==> config.mk <==
export PLATFORM = sky130hd
export DESIGN_NAME = bin2dec_stream
export DESIGN_NICKNAME = d
export VERILOG_FILES = /design/src/rtl/bin2dec_pkg.sv /design/src/rtl/bin2dec_stream_bcd_dabble_core.sv /design/src/rtl/bin2dec_stream.sv
export SDC_FILE = /design/constraint.sdc
export NUM_CORES = 1
export LEC_CHECK = 0
export BUFFER_PORTS_ARGS = -buffer_cell sky130_fd_sc_hd__buf_2
export CAP_MARGIN = 20
export CORE_MARGIN = 4
export CORE_UTILIZATION = 30
export CTS_BUF_LIST = sky130_fd_sc_hd__clkbuf_4 sky130_fd_sc_hd__clkbuf_8 sky130_fd_sc_hd__clkbuf_16
export CTS_CLUSTER_SIZE = 20
export DETAILED_ROUTE_END_ITERATION = 8
export GPL_TIMING_DRIVEN = 0
export PLACE_DENSITY = 0.51
export SLEW_MARGIN = 40
export SYNTH_ARGS = -nofsm -noshare
export SYNTH_HDL_FRONTEND = slang
export SYNTH_HIERARCHICAL = 1
export SYNTH_SLANG_ARGS = --single-unit
==> constraint.sdc <==
create_clock -name clk -period 2.58 [get_ports clk]
set_input_delay 0.516 -clock clk [delete_from_list [all_inputs] [get_ports clk]]
set_output_delay 0.516 -clock clk [all_outputs]
set_load 0.01 [all_outputs]
==> src/rtl/bin2dec_pkg.sv <==
// Shared types and constants for the binary-to-decimal digit serializer.
//   state_t     : top-level FSM states
//   ASCII_*     : byte codes used when ASCII output is enabled
//   RAW_MINUS   : sign marker used in raw (nibble) output mode
//   min_digits  : decimal digits needed to hold any unsigned w-bit value
package bin2dec_pkg;

    typedef enum logic [1:0] {
        IDLE,
        CONV,
        EMIT
    } state_t;

    localparam logic [7:0] ASCII_ZERO  = 8'h30;
    localparam logic [7:0] ASCII_MINUS = 8'h2D;
    localparam logic [7:0] RAW_MINUS   = 8'h0F;

    // Digit count of 2^w-1; evaluated at elaboration only.
    function automatic int min_digits(input int w);
        longint unsigned v;
        int n;
        v = (64'd1 << w) - 64'd1;
        n = 0;
        for (int i = 0; i < 20; i++) begin
            if (v != 0) begin
                n++;
                v = v / 10;
            end
        end
        if (n == 0) n = 1;
        return n;
    endfunction

endpackage

==> src/rtl/bin2dec_stream_bcd_dabble_core.sv <==
// Iterative shift-add-3 (double dabble) converter.
//   clk, rst : clock, synchronous active-low reset
//   start    : load mag and clear the BCD accumulator
//   mag      : unsigned value to convert
//   done     : high during the cycle whose clock edge performs the final shift
//   bcd      : packed BCD result, digit 0 in bcd[3:0]; valid once done has been seen
module bcd_dabble_core
    import bin2dec_pkg::*;
#(
    parameter int DATA_W     = 8,
    parameter int NUM_DIGITS = 3
) (
    input  logic                    clk,
    input  logic                    rst,
    input  logic                    start,
    input  logic [DATA_W-1:0]       mag,
    output logic                    done,
    output logic [4*NUM_DIGITS-1:0] bcd
);

    localparam int CNT_W = $clog2(DATA_W + 1);

    logic [DATA_W-1:0]       sh;
    logic [CNT_W-1:0]        cnt;
    logic [4*NUM_DIGITS-1:0] adj;

    // Pre-shift correction: any nibble >= 5 would overflow past 9 after doubling.
    always_comb begin
        adj = bcd;
        for (int i = 0; i < NUM_DIGITS; i++) begin
            if (bcd[4*i +: 4] >= 4'd5)
                adj[4*i +: 4] = bcd[4*i +: 4] + 4'd3;
        end
    end

    always_ff @(posedge clk) begin
        if (!rst) begin
            bcd <= '0;
            sh  <= '0;
            cnt <= '0;
        end else if (start) begin
            bcd <= '0;
            sh  <= mag;
            cnt <= CNT_W'(DATA_W);
        end else if (cnt != '0) begin
            {bcd, sh} <= {adj[4*NUM_DIGITS-2:0], sh, 1'b0};
            cnt       <= cnt - CNT_W'(1);
        end
    end

    assign done = (cnt == CNT_W'(1));

endmodule

==> src/rtl/bin2dec_stream.sv <==
// Binary-to-decimal digit serializer on a valid/ready byte stream.
//   clk, rst   : clock, synchronous active-low reset
//   in_valid   : in_data valid (source holds it until in_ready)
//   in_ready   : high only while idle
//   in_data    : value to convert (two's complement when SIGNED_EN)
//   out_valid  : out_data/out_last valid
//   out_ready  : sink accepts the current byte
//   out_data   : sign byte or decimal digit, MS digit first, leading zeros dropped
//   out_last   : marks the least significant digit byte
//   busy       : converting or emitting
module bin2dec_stream
    import bin2dec_pkg::*;
#(
    parameter int DATA_W     = 8,
    parameter int NUM_DIGITS = 3,
    parameter bit ASCII_EN   = 1'b1,
    parameter bit SIGNED_EN  = 1'b0
) (
    input  logic              clk,
    input  logic              rst,
    input  logic              in_valid,
    output logic              in_ready,
    input  logic [DATA_W-1:0] in_data,
    output logic              out_valid,
    input  logic              out_ready,
    output logic [7:0]        out_data,
    output logic              out_last,
    output logic              busy
);

    localparam int IDX_W = (NUM_DIGITS > 1) ? $clog2(NUM_DIGITS) : 1;

    if (DATA_W < 4 || DATA_W > 32) begin : g_bad_width
        $error("bin2dec_stream: DATA_W must be in 4..32");
    end
    if (NUM_DIGITS < min_digits(DATA_W)) begin : g_bad_digits
        $error("bin2dec_stream: NUM_DIGITS too small for DATA_W");
    end

    state_t state, state_nxt;

    logic                           accept;
    logic                           xfer;
    logic                           neg_in;
    logic [DATA_W-1:0]              mag_in;
    logic                           neg;
    logic                           conv_done;
    logic [4*NUM_DIGITS-1:0]        bcd;
    logic [NUM_DIGITS-1:0][3:0]     dig;
    logic [IDX_W-1:0]               lead;
    logic [IDX_W-1:0]               idx;
    logic [7:0]                     sign_byte;

    assign accept    = in_valid & in_ready;
    assign xfer      = out_valid & out_ready;
    assign in_ready  = (state == IDLE);
    assign busy      = (state != IDLE);
    assign sign_byte = ASCII_EN ? ASCII_MINUS : RAW_MINUS;

    // Negating the most negative value wraps to 2^(DATA_W-1), which is the
    // correct magnitude when read as unsigned.
    assign neg_in = SIGNED_EN & in_data[DATA_W-1];
    assign mag_in = neg_in ? (~in_data + DATA_W'(1)) : in_data;

    bcd_dabble_core #(
        .DATA_W     (DATA_W),
        .NUM_DIGITS (NUM_DIGITS)
    ) u_core (
        .clk   (clk),
        .rst   (rst),
        .start (accept),
        .mag   (mag_in),
        .done  (conv_done),
        .bcd   (bcd)
    );

    assign dig = bcd;

    // Most significant nonzero digit; stays 0 for a zero value so one '0' is sent.
    always_comb begin
        lead = '0;
        for (int i = 0; i < NUM_DIGITS; i++) begin
            if (dig[i] != 4'd0)
                lead = IDX_W'(i);
        end
    end

    function automatic logic [7:0] fmt(input logic [3:0] d);
        return ASCII_EN ? (ASCII_ZERO + {4'h0, d}) : {4'h0, d};
    endfunction

    always_ff @(posedge clk) begin
        if (!rst)
            state <= IDLE;
        else
            state <= state_nxt;
    end

    always_comb begin
        state_nxt = state;
        case (state)
            IDLE:    if (accept)          state_nxt = CONV;
            CONV:    if (conv_done)       state_nxt = EMIT;
            EMIT:    if (xfer && out_last) state_nxt = IDLE;
            default:                      state_nxt = IDLE;
        endcase
    end

    // Output byte register. The first EMIT cycle loads the leading byte; each
    // handshake afterwards loads the next one, so a stalled byte never changes.
    // idx always names the next digit still to be sent.
    always_ff @(posedge clk) begin
        if (!rst) begin
            neg       <= 1'b0;
            out_valid <= 1'b0;
            out_data  <= '0;
            out_last  <= 1'b0;
            idx       <= '0;
        end else begin
            if (accept)
                neg <= neg_in;
            if (state == EMIT) begin
                if (!out_valid) begin
                    out_valid <= 1'b1;
                    if (neg) begin
                        out_data <= sign_byte;
                        out_last <= 1'b0;
                        idx      <= lead;
                    end else begin
                        out_data <= fmt(dig[lead]);
                        out_last <= (lead == '0);
                        idx      <= lead - IDX_W'(1);
                    end
                end else if (xfer) begin
                    if (out_last) begin
                        out_valid <= 1'b0;
                        out_data  <= '0;
                        out_last  <= 1'b0;
                    end else begin
                        out_data <= fmt(dig[idx]);
                        out_last <= (idx == '0);
                        idx      <= idx - IDX_W'(1);
                    end
                end
            end
        end
    end

endmodule

# Word-level counts from Yosys, hierarchy flattened
# Cells that the tools add are included.
# classes
addsub	8
magnitude_cmp	5
n_eq_ne	8
muxes	29
bitwise	3
n_reduce_logical	13
# ops
op	count
two-way mux 8 bit	4
two-way mux 4 bit	6
binary-select mux 4 bit (select 2 bit)	2
adder 6 x 4 -> 7 bit (first input constant)	2
two-way mux 2 bit	7
>= comparator 4 x 3 -> 1 bit (second input constant)	3
nonzero test 4 bit	3
adder 4 x 2 -> 4 bit (second input constant)	2
two-way mux 1 bit	7
two-way mux 7 bit	1
logical NOT 2 bit	3
less-than comparator 2 x 3 -> 1 bit (second input constant)	2
inequality test 2 bit (second input constant)	3
one-hot mux 2 bit (3 select lines)	1
AND reduction 3 bit	2
== test 4 x 1 -> 1 bit (second input constant)	1
inequality test 2 x 1 -> 1 bit (second input constant)	2
nonzero test 2 bit	2
subtractor 2 x 1 -> 2 bit (second input constant)	2
subtractor 4 x 1 -> 4 bit (second input constant)	1
adder 3 x 2 -> 3 bit (second input constant)	1
two-way mux 3 bit	1
bitwise AND 1 bit	2
== test 2 x 1 -> 1 bit (second input constant)	1
other kinds (5)	5
# word_totals
ff_bits	38
input_bits	12
out_inout_bits	12
word_cells	75

# Logic depth before layout (Yosys ltp)
# Gate-level depths: netlist of the first run.
# logic_depth
depth_word	7
mapped_depth	7
depth_no_buf	6

# Modules after synthesis
# The synthesis of the first run kept the hierarchy.
# by_module_without_submodules
mod	instances	cells_per_inst	area_per_inst_um2	seq_area_each_um2
bcd_dabble_core	1	150	1223.7	480.5
bin2dec_stream	1	75	620.6	220.2

# Worst setup path after synthesis of the first run
# Ideal clock, no wire load.
# synth_timing
path_kind	input port to flip-flop
start	input port in_valid
end	register u_core.bcd[5]
setup_ns	0.106
arrival_ns	1.433
t_required_ns	2.474
path_slack_ns	1.041
path_stages	5
n_path_buf	0
cell_sequence	and2_1 inv_2 nand2_1 or4_1 o311ai_0
# synth_between
elab_chain_len	2
# synth_rtl
item	line	text
start: declaration	bin2dec_stream.sv:21	input logic in_valid,
bitwise AND 1 bit	bin2dec_stream.sv:54	assign accept = in_valid & in_ready;
OR reduction 2 bit (no source line)	n/a	
end signal: assignment	bin2dec_stream_bcd_dabble_core.sv:46	{bcd, sh} <= {adj[4*NUM_DIGITS-2:0], sh, 1'b0};
end: declaration	bin2dec_stream_bcd_dabble_core.sv:18	output logic [4*NUM_DIGITS-1:0] bcd
# No other way between the ends.
# A chain may end at the register's enable or synchronous reset.

# Worst setup path after layout of the first run
# layout_timing
start	register state[0]
end	register u_core.bcd[1]
# layout_between
elab_chain_len	3
# layout_rtl
item	line	text
start: declaration	bin2dec_stream.sv:40	state_t state, state_nxt;
start signal: assignment	bin2dec_stream.sv:96	state <= state_nxt;
logical NOT 2 bit	bin2dec_stream.sv:56	assign in_ready = (state == IDLE);
bitwise AND 1 bit	bin2dec_stream.sv:54	
net accept	bin2dec_stream.sv:42	logic accept;
OR reduction 2 bit (no source line)	n/a	
# The timed path passes the listed nets, and every way through them passes these cells.

==> results.json, run 1 <==
{
  "root_buffer": "clkbuf_8",
  "clk_pin_slew_worst_paths_ns": 0.07,
  "ys_ff_latch": 35,
  "mostFrequentLayoutCell": "dfxtp_1",
  "hold_path.class": "reg2reg",
  "slowest_delay_ns": 0.52,
  "cts_max_path_buffers": 2,
  "maxCapViolations": 0,
  "fin_area_sq_um": 2151,
  "power_leakage_uw": 0.0008462,
  "vias": 1685,
  "dieArea_sq_um": 7466,
  "synth_warnings": 6,
  "wl_per_cell_um": 13.31,
  "clock_skew_ns": 0.005090,
  "antennaDiodeCount": 0,
  "die_x_um": 86.41,
  "p_per_area_nw_per_um2": 958.3,
  "grt_overflow": 0,
  "slew_viol_final": 0,
  "fp.coreArea_sq_um": 5956,
  "hpwl_mm": 3.108,
  "seq_area_frac_synth_pct": 37.99,
  "gp_congestion": 0.7188,
  "status": "finished, final reports clean",
  "critPathArrivalTime_ns": 1.91,
  "io_pins": 24,
  "rsz0062_at_grt": "no",
  "finalSetupViolations": 0,
  "synthToLayoutAreaGrowth_pct": 16.62,
  "ant_nets": 0,
  "drive_above_1_share_pct": 18.43,
  "clk_latency_ns": 0.29,
  "dieHeight_um": 86.41,
  "dpl.cell_count": 322,
  "critPathTopFamily": "simple AND/OR/NAND/NOR gates",
  "syn_inst": 225,
  "postCtsHoldBufs": 0,
  "syn_area_per_cell_sq_um": 8.197,
  "slowest_stage": "or4_1",
  "placement.io_buffers": 21,
  "grt_usage_pct": 12.47,
  "cts_sinks": 35,
  "crit_buf_inv": 1,
  "final_cells": 330,
  "syn_area_sq_um": 1844,
  "dpl-instance-area_sq_um": 2047,
  "peakVddDrop_uv": 461.0,
  "firstDrtPassIters": 4,
  "crit_chain": "nor2_1 > and2_1 > inv_2 > nand2_1 > or4_1 > o311ai_0",
  "routed_wl_mm": 4.392,
  "grt_max_degree": 11,
  "cp_max_fo": 7,
  "yosysUniqueCellTypes": 42,
  "htreeDepth": 2,
  "layout.nets": 275,
  "initial_utilization_pct": 30.97,
  "cts_tree": "built",
  "drc": 0,
  "post_cts_resized": 0,
  "whs_ns": 0.4652,
  "fmax_mhz": 578.0,
  "max-slew-margin-rel_pct": 49.03,
  "end_kind": "flip-flop",
  "cts_setup_buffers": 0,
  "path_class": "reg2reg",
  "required_ns": 2.77,
  "grt_pass1_vias": 1530,
  "final_cell_mix": "dfxtp_1 (35), nand2_1 (27), o21ai_0 (27)",
  "hold_viol": 0,
  "grt_pass1_wl_mm": 7.369,
  "num_rows": 28,
  "numCtsBuffers": 5,
  "worstMarginPinSlew_ns": 0.7566,
  "tns_ns": 0,
  "fillCellCount": 626,
  "drtIter0Drc": 127,
  "startpoint_type": "flip-flop",
  "antenna_found_initial": 0,
  "viasPerCell": 5.106,
  "fin_crit_sh_pct": 67.05,
  "min_period_ns": 1.730
}
power by group:
group / internal [uW] / switching (uW) / total [uW] / leakage (uW)
Combinational: 340 / 538 / 878 / 0.000506
Sequential: 633 / 88.4 / 722 / 0.000285
Clock: 254 / 207 / 462 / 0.0000549
Total: 1230 / 833 / 2060 / 0.000846
synthesized netlist by cell type (all sizes together):
| library cell | count | area (sq um) |
|---|---|---|
| nor4bb | 1 | 10.01 |
| o32ai | 1 | 16.27 |
| nor2 | 10 | 37.54 |
| a22o | 1 | 10.01 |
| nand3 | 10 | 50.05 |
| o21a | 1 | 7.510 |
| or3 | 2 | 17.52 |
| dfxtp | 35 | 700.7 |
| clkbuf | 3 | 11.26 |
| a21boi | 2 | 15.01 |
| buf | 10 | 78.82 |
| a31oi | 7 | 43.79 |
| inv | 12 | 45.04 |
| nand2b | 5 | 31.28 |
| o311ai | 3 | 26.28 |
| and2 | 4 | 25.02 |
| nor3b | 3 | 27.52 |
| nor2b | 3 | 18.77 |
| ha | 9 | 112.6 |
| or4 | 7 | 56.30 |
| a21o | 1 | 7.510 |
| o31ai | 1 | 7.510 |
| nand4 | 6 | 37.54 |
| nand2 | 27 | 101.4 |
| o22ai | 1 | 6.260 |
| a221oi | 4 | 35.03 |
| xnor2 | 2 | 17.52 |
| a21oi | 18 | 90.09 |
| conb | 1 | 3.750 |
| a211oi | 1 | 7.510 |
| or2 | 1 | 6.260 |
| nor4 | 1 | 6.260 |
| o211a | 1 | 10.01 |
| nor3 | 4 | 31.28 |
| o21ai | 27 | 135.1 |
final timing paths:
check,slack [ns],end,cells past startpoint,startpoint
hold / removal,0.47,u_core/bcd[0],2,u_core/sh[7]
setup reg to reg,0.85,u_core/bcd[1],6,state[0]
hold reg to reg,0.47,u_core/bcd[0],2,u_core/sh[7]
setup / recovery,0.85,u_core/bcd[1],6,state[0]
metal layers:
layer  vias to the layer above  global-route usage, %  part of all wire [%]
met5                         -                      0                     0
met4                         0                  4.816                   1.2
met3                         5                  3.422                   5.8
met2                        46                  18.92                    44
met1                       766                  16.79                    49
li1                        868                      -                     -
flip-flops by register name, indices dropped and copies added (netlist names):
register    count
out_last        1
idx             2
out_valid       1
u_core/cnt      4
out_data        5
u_core/bcd     12
u_core/sh       8
state           2
through the flow:
step / total power, uW / setup WS, ns / util, %
5_1_grt: 2228 / 0.7185 / 36.11
4_1_cts: 2081 / 0.8458 / 36.11
6_report: 2061 / 0.8500 / 36.11
3_3_place_gp: 1608 / 0.7142 / 34.37
3_5_place_dp: 1616 / 0.7294 / 34.37
2_1_floorplan: 1373 / 1.041 / -
worst min-delay path: cells and delay by family, from the launching register on:
family | cells | cell delay, ns
compound gates | 1 | 0.05
simple gates | 1 | 0.05
flops | 1 | 0.31
cell type report:
| class | count | area, sq um | area share [%] |
|---|---|---|---|
| buffer | 13 | 90.09 | 4.188 |
| clock buffer | 8 | 103.9 | 4.828 |
| inverter | 12 | 45.04 | 2.094 |
| multi-input combinational | 166 | 1012 | 47.06 |
| sequential | 35 | 700.7 | 32.58 |
| tap | 75 | 93.84 | 4.363 |
| timing repair buffer | 21 | 105.1 | 4.887 |
logic make-up (layout without fill, tap and decap cells):
| logic type | count (synthesis) | after routing | share of synthesized area, % |
|---|---|---|---|
| AOI/OAI and AO/OA | 69 | 69 | 22.66 |
| buffers and inverters | 25 | 54 | 7.326 |
| DFF | 35 | 35 | 37.99 |
| other | 1 | 2 | 0.2033 |
| and+or+nand+nor | 84 | 84 | 24.76 |
| xor gates and xnor gates | 2 | 2 | 0.9500 |
| adders and majority gates | 9 | 9 | 6.106 |
Power figures use the tool's default switching activity.
==> inputs of run 2 (changes only) <==
--- a/config.mk
+++ b/config.mk
@@ -5,6 +5,7 @@
 export SDC_FILE = /design/constraint.sdc
 export NUM_CORES = 1
 export LEC_CHECK = 0
+export ABC_AREA = 1
 export BUFFER_PORTS_ARGS = -buffer_cell sky130_fd_sc_hd__buf_2
 export CAP_MARGIN = 20
 export CORE_MARGIN = 4
@@ -13,7 +14,7 @@
 export CTS_CLUSTER_SIZE = 20
 export DETAILED_ROUTE_END_ITERATION = 8
 export GPL_TIMING_DRIVEN = 0
-export PLACE_DENSITY = 0.51
+export PLACE_DENSITY = 0.52
 export SLEW_MARGIN = 40
 export SYNTH_ARGS = -nofsm -noshare
 export SYNTH_HDL_FRONTEND = slang
==> constraint.sdc (replaced) <==
create_clock -name clk -period 1.45 [get_ports clk]
set_input_delay 0.29 -clock clk [delete_from_list [all_inputs] [get_ports clk]]
set_output_delay 0.29 -clock clk [all_outputs]
set_load 0.01 [all_outputs]
==> results.json, run 2 <==
{
  "status": "finished, final reports clean",
  "slowest_stage": "dfxtp_1",
  "clk_pin_slew_worst_paths_ns": 0.08,
  "numCtsBuffers": 5,
  "viasPerCell": 4.337,
  "slew_viol_final": 0,
  "io_pins": 24,
  "rsz0062_at_grt": "no",
  "drtIter0Drc": 63,
  "htreeDepth": 2,
  "routed_wl_mm": 4.739,
  "antennaDiodeCount": 0,
  "dpl.cell_count": 455,
  "reg_top3": "u_core/bcd (12), u_core/sh (8), out_data (5)",
  "clock_skew_ns": 0.007764,
  "fin_crit_sh_pct": 91.59,
  "gp_congestion": 0.8114,
  "placement.io_buffers": 21,
  "whs_path_depth": 3,
  "dieArea_sq_um": 8948,
  "final_cells": 463,
  "drc": 0,
  "firstDrtPassIters": 4,
  "synth_warnings": 6,
  "cts_sinks": 35,
  "ant_nets": 0,
  "r2r-start": "u_core/cnt[0]",
  "fp.coreArea_sq_um": 7253,
  "grt_overflow": 0,
  "ys_top_cells_by_count": "nand2_1 (92), inv_1 (45), nand3_1 (36), dfxtp_1 (35), nor2_1 (31)",
  "utilization_pct": 36.04,
  "grt_pass1_vias": 1887,
  "synth-async-reset-ratio_pct": 0,
  "holdCritStartpoint": "in_data[0]",
  "initial_utilization_pct": 31.02,
  "postCtsHoldBufs": 0,
  "dieHeight_um": 94.60,
  "ys.flop_type": "dfxtp_1",
  "crit_chain": "inv_2 > ha_2 > nand3_4 > nor2_4 > nand2_2 > inv_1 > nand2_1 > nand2_1",
  "min_period_ns": 1.328,
  "critPathTopFamily": "simple AND/OR/NAND/NOR gates",
  "power_leakage_uw": 0.001275,
  "clk_latency_ns": 0.29,
  "grt_pass1_wl_mm": 8.604,
  "synthToLayoutAreaGrowth_pct": 16.18,
  "slowest_delay_ns": 0.36,
  "syn_area_sq_um": 2250,
  "yosysMostFrequentCell": "nand2_1",
  "yosys.area.top_type": "dfxtp_1",
  "synth_edf_count": 0,
  "antenna_found_initial": 0,
  "root_buffer": "clkbuf_8",
  "required_ns": 1.69,
  "grt_max_degree": 13,
  "hold_viol": 0,
  "fmax_mhz": 753.0,
  "hold_path.class": "in2reg",
  "path_class": "reg2reg",
  "syn_inst": 334,
  "vias": 2008,
  "mostFrequentLayoutCell": "nand2_1",
  "finalSetupViolations": 0,
  "critPathArrivalTime_ns": 1.57,
  "cp_common_cell": "nand2_1",
  "whs_ns": 0.2568,
  "final_cell_mix": "nand2_1 (92), inv_1 (42), nand3_1 (36)",
  "r2r_end": "u_core/bcd[8]",
  "wl_per_cell_um": 10.24,
  "cp_max_fo": 5,
  "cts_max_path_buffers": 2,
  "end_kind": "flip-flop",
  "synthTopCellsByArea": "dfxtp_1 (31%), nand2_1 (15%), nand3_1 (8.0%)",
  "syn_area_per_cell_sq_um": 6.736,
  "num_rows": 31,
  "peakVddDrop_uv": 470.8,
  "grt_usage_pct": 12.08,
  "hpwl_mm": 3.683,
  "yosysTopAreaCellShare_pct": 31.15,
  "max_flop_register": "u_core/bcd",
  "seq_area_frac_synth_pct": 31.15,
  "die_x_um": 94.60,
  "layout.nets": 384,
  "tns_ns": 0,
  "ys_ff_latch": 35,
  "startpoint_type": "flip-flop",
  "p_per_area_nw_per_um2": 1526,
  "drive_above_1_share_pct": 24.73,
  "reg2reg_slack_ns": 0.12,
  "ff2ff_path_depth": 8,
  "fillCellCount": 812,
  "whs_endpoint": "u_core/sh[0]",
  "crit_buf_inv": 2,
  "largest_register_ffs": 12,
  "maxCapViolations": 0,
  "cts_tree": "built",
  "yosysUniqueCellTypes": 31
}
[run 2: cells by family (layout without fill, tap and decap cells)]
kind of cell	after synthesis	count (layout)	share of synthesized area, %
adder cells (fa/ha/maj)	9	9	5.006
AND/OR/NAND/NOR	178	178	37.88
XOR/XNOR	2	2	0.7788
buffers and inverters	68	97	13.85
flip-flops	35	35	31.15
other	1	2	0.1667
AO/OA/AOI/OAI	41	41	11.18
[run 2: worst min-delay path: stages]
cell and delay (ns):
buf_2 0.09, nand2_1 0.06, a21oi_1 0.06
[run 2: layout make-up]
cell class | instances | area, sq um | share of cell area, %
Buffer | 10 | 91.34 | 3.494
Timing Repair Buffer | 21 | 105.1 | 4.021
Clock inverter | 3 | 43.79 | 1.675
Clock buffer | 5 | 68.82 | 2.633
Multi-Input combinational cell | 232 | 1246 | 47.68
Inverter | 58 | 225.2 | 8.617
Sequential cell | 35 | 709.4 | 27.14
Tap cell | 99 | 123.9 | 4.739
[run 2: worst max path at each step]
stage,from,endpoint,slack [ns],cells after the start
floorplan,state[1],u_core/sh[2],0.05,8
global placement,state[1],u_core/sh[5],0.05,9
detailed placement,state[1],u_core/sh[7],0.04,8
CTS,state[1],u_core/sh[5],0.005,9
global route,state[1],u_core/sh[4],0.005,8
finish,u_core/cnt[0],u_core/bcd[8],0.12,8
[run 2: where the power goes]
| group | internal, uW | switching, uW |
|---|---|---|
| Combinational | 688 | 1080 |
| Sequential | 1160 | 168 |
| Clock | 512 | 380 |
| Total | 2360 | 1630 |
[run 2: metal layers]
| metal | global-route usage [%] | vias up | share of wire [%] |
|---|---|---|---|
| met1 | 16.02 | 881 | 52 |
| met5 | 0 | - | 0 |
| met2 | 18.85 | 28 | 42 |
| li1 | - | 1094 | - |
| met4 | 4.688 | 0 | 1.6 |
| met3 | 2.948 | 5 | 3.8 |
[run 2: timing repair]
item | CTS | global route
buffers inserted | 0 | 0
hold endpoints to repair | 0 | 0
gates resized for setup | 0 | 15
setup endpoints to repair | 0 | 23
[run 2: metrics by stage]
stage / total power, uW / worst slack, ns / area (sq um)
floorplan: 2712 / 0.04999 / 2253
global placement: 3075 / 0.04897 / 2482
detailed placement: 3088 / 0.03731 / 2482
CTS: 4006 / 0.004646 / 2595
global route: 4383 / 0.005116 / 2614
finish: 3990 / 0.1219 / 2614
==> inputs of run 3 (changes only) <==
--- a/config.mk
+++ b/config.mk
@@ -15,6 +15,7 @@
 export DETAILED_ROUTE_END_ITERATION = 8
 export GPL_TIMING_DRIVEN = 0
 export PLACE_DENSITY = 0.52
+export SETUP_SLACK_MARGIN = 0.4
 export SLEW_MARGIN = 40
 export SYNTH_ARGS = -nofsm -noshare
 export SYNTH_HDL_FRONTEND = slang
==> results.json, run 3 (synthesis results as in run 2) <==
{
  "grt_overflow": 0,
  "antenna_found_initial": 0,
  "tns_ns": 0,
  "synthToLayoutAreaGrowth_pct": 49.61,
  "multi_input_area_sq_um": 1518,
  "wl_met1_mm": 2.497,
  "grt_max_degree": 11,
  "hold_path.class": "in2reg",
  "drive_above_1_share_pct": 47.36,
  "min_period_ns": 1.271,
  "seq_power_share_pct": 26.9,
  "drtIter0Drc": 85,
  "fin_crit_sh_pct": 87.65,
  "firstDrtPassIters": 4,
  "num_rows": 31,
  "layout.nets": 417,
  "initial_utilization_pct": 31.02,
  "mostFrequentLayoutCell": "nand2_1",
  "power_switching_uw": 2068,
  "cts_tree": "built",
  "status": "finished, final reports clean",
  "top_layer": "met4",
  "slowest_stage": "dfxtp_4",
  "p_int_uw": 3028,
  "slew_viol_final": 0,
  "critPathArrivalTime_ns": 1.49,
  "crit_chain": "nor2_4 > nand2_2 > inv_2 > buf_12 > nor2_8 > nand2_8 > buf_12 > o22ai_2",
  "startpoint_type": "flip-flop",
  "dieArea_sq_um": 8948,
  "numCtsBuffers": 5,
  "largest_register_ffs": 12,
  "io_pins": 24,
  "die_x_um": 94.60,
  "grt_pass1_wl_mm": 9.149,
  "hold_viol": 0,
  "clk_latency_ns": 0.29,
  "grt_usage_pct": 12.77,
  "peakVddDrop_uv": 614.8,
  "wl_per_cell_um": 11.10,
  "htreeDepth": 2,
  "reg_top3": "u_core/bcd (12), u_core/sh (8), out_data (5)",
  "register_area_sq_um": 752.0,
  "fmax_mhz": 786.8,
  "dieHeight_um": 94.60,
  "required_ns": 1.67,
  "postCtsHoldBufs": 0,
  "setup_ws_ns": 0.1791,
  "placement.io_buffers": 21,
  "max_flop_register": "u_core/bcd",
  "vias": 2200,
  "clk_pin_slew_worst_paths_ns": 0.08,
  "finalSetupViolations": 0,
  "ant_nets": 0,
  "hpwl_mm": 3.707,
  "path_class": "reg2reg",
  "maxCapViolations": 0,
  "combPwrFrac_pct": 57.2,
  "gp_congestion": 0.8437,
  "cts_sinks": 35,
  "routed_wl_mm": 5.508,
  "slowest_delay_ns": 0.37,
  "grt_pass1_vias": 2034,
  "p_sw_share_pct": 40.57,
  "cp_max_fo": 8,
  "p_per_area_nw_per_um2": 1514,
  "p_clk_share_pct": 15.9,
  "dpl_worst_slack_ns": 0.09595,
  "viasPerCell": 4.435,
  "fp.coreArea_sq_um": 7253,
  "wl_met2_mm": 2.749,
  "cp_common_cell": "buf_12",
  "dr_wl_met3_um": 177,
  "cts_max_path_buffers": 2,
  "clock_skew_ns": 0.01348,
  "power_leakage_uw": 0.001543,
  "drc": 0,
  "end_kind": "flip-flop",
  "final_cell_mix": "nand2_1 (84), inv_1 (35), nand3_1 (24), buf_4 (24), nor2_1 (21)",
  "antennaDiodeCount": 0,
  "fillCellCount": 731,
  "root_buffer": "clkbuf_8",
  "rsz0062_at_grt": "yes"
}
run 3: cell types whose count changed in the layout (fill, tap and decap cells not counted), moves of 9 or more:
| cell | previous run | this run |
|---|---|---|
| dfxtp_4 | 0 | 10 |
| buf_4 | 4 | 24 |
| dfxtp_1 | 28 | 14 |
| o21ai_0 | 17 | 4 |
| nand3_1 | 36 | 24 |
| nor2_1 | 30 | 21 |
| nand3_2 | 0 | 12 |
| buf_6 | 5 | 18 |
run 3: worst paths after layout:
| path | from | cells after the start | slack, ns | to |
|---|---|---|---|---|
| setup / recovery | state[1] | 8 | 0.18 | u_core/cnt[1] |
| setup reg to reg | state[1] | 8 | 0.18 | u_core/cnt[1] |
| hold reg to reg | u_core/sh[1] | 2 | 0.47 | u_core/sh[1] |
| hold / removal | in_valid | 3 | 0.27 | state[0] |
run 3: worst max-delay path, delay by kind of cell (launching register included):
kind                   cells  cell delay (ns)
DFF                        1             0.37
buffers and inverters      3             0.33
AOI/OAI and AO/OA          1             0.12
and+or+nand+nor            4             0.36
run 3: power groups by stage:
stage,Combinational [uW],Clock [uW],Sequential [uW]
2_1_floorplan,1490,0,1330
3_3_place_gp,1830,0,1360
3_5_place_dp,1850,0,1370
4_1_cts,2580,843,1370
5_1_grt,3210,883,1400
6_report,2920,809,1370
run 3: layout make-up:
cell class                 count  share of cell area (%)
inverter                      58                   8.178
buffer                        10                   3.978
multi-input combinational    232                   45.09
clock buffer                   8                   3.086
tap                           99                   3.680
timing repair buffer          53                   13.42
timing repair inverter         1                  0.2230
sequential                    35                   22.34
run 3: stage by stage:
step / std cells / power, uW / area [sq um] / hold slack [ns] / util, %
5_1_grt: 496 / 5490 / 3366 / 0.2683 / 46.40
3_5_place_dp: 455 / 3211 / 2540 / 0.4607 / 35.02
2_1_floorplan: 335 / 2824 / 2311 / 0.4242 / -
3_3_place_gp: 455 / 3191 / 2540 / 0.4507 / 35.02
4_1_cts: 484 / 4794 / 3099 / 0.2540 / 42.73
6_report: 496 / 5096 / 3366 / 0.2684 / 46.40
run 3: per-layer routing:
layer	track usage, %	vias to the layer above
li1	-	1161
met1	16.01	989
met2	21.69	41
met3	2.629	9
met4	4.447	0
met5	0	-
run 3: timing repair:
action,in CTS,in global routing
pin swaps,18,13
resized for setup,85,49
gates cloned,3,0
endpoints found under the setup margin,43,44
setup buffers,18,12
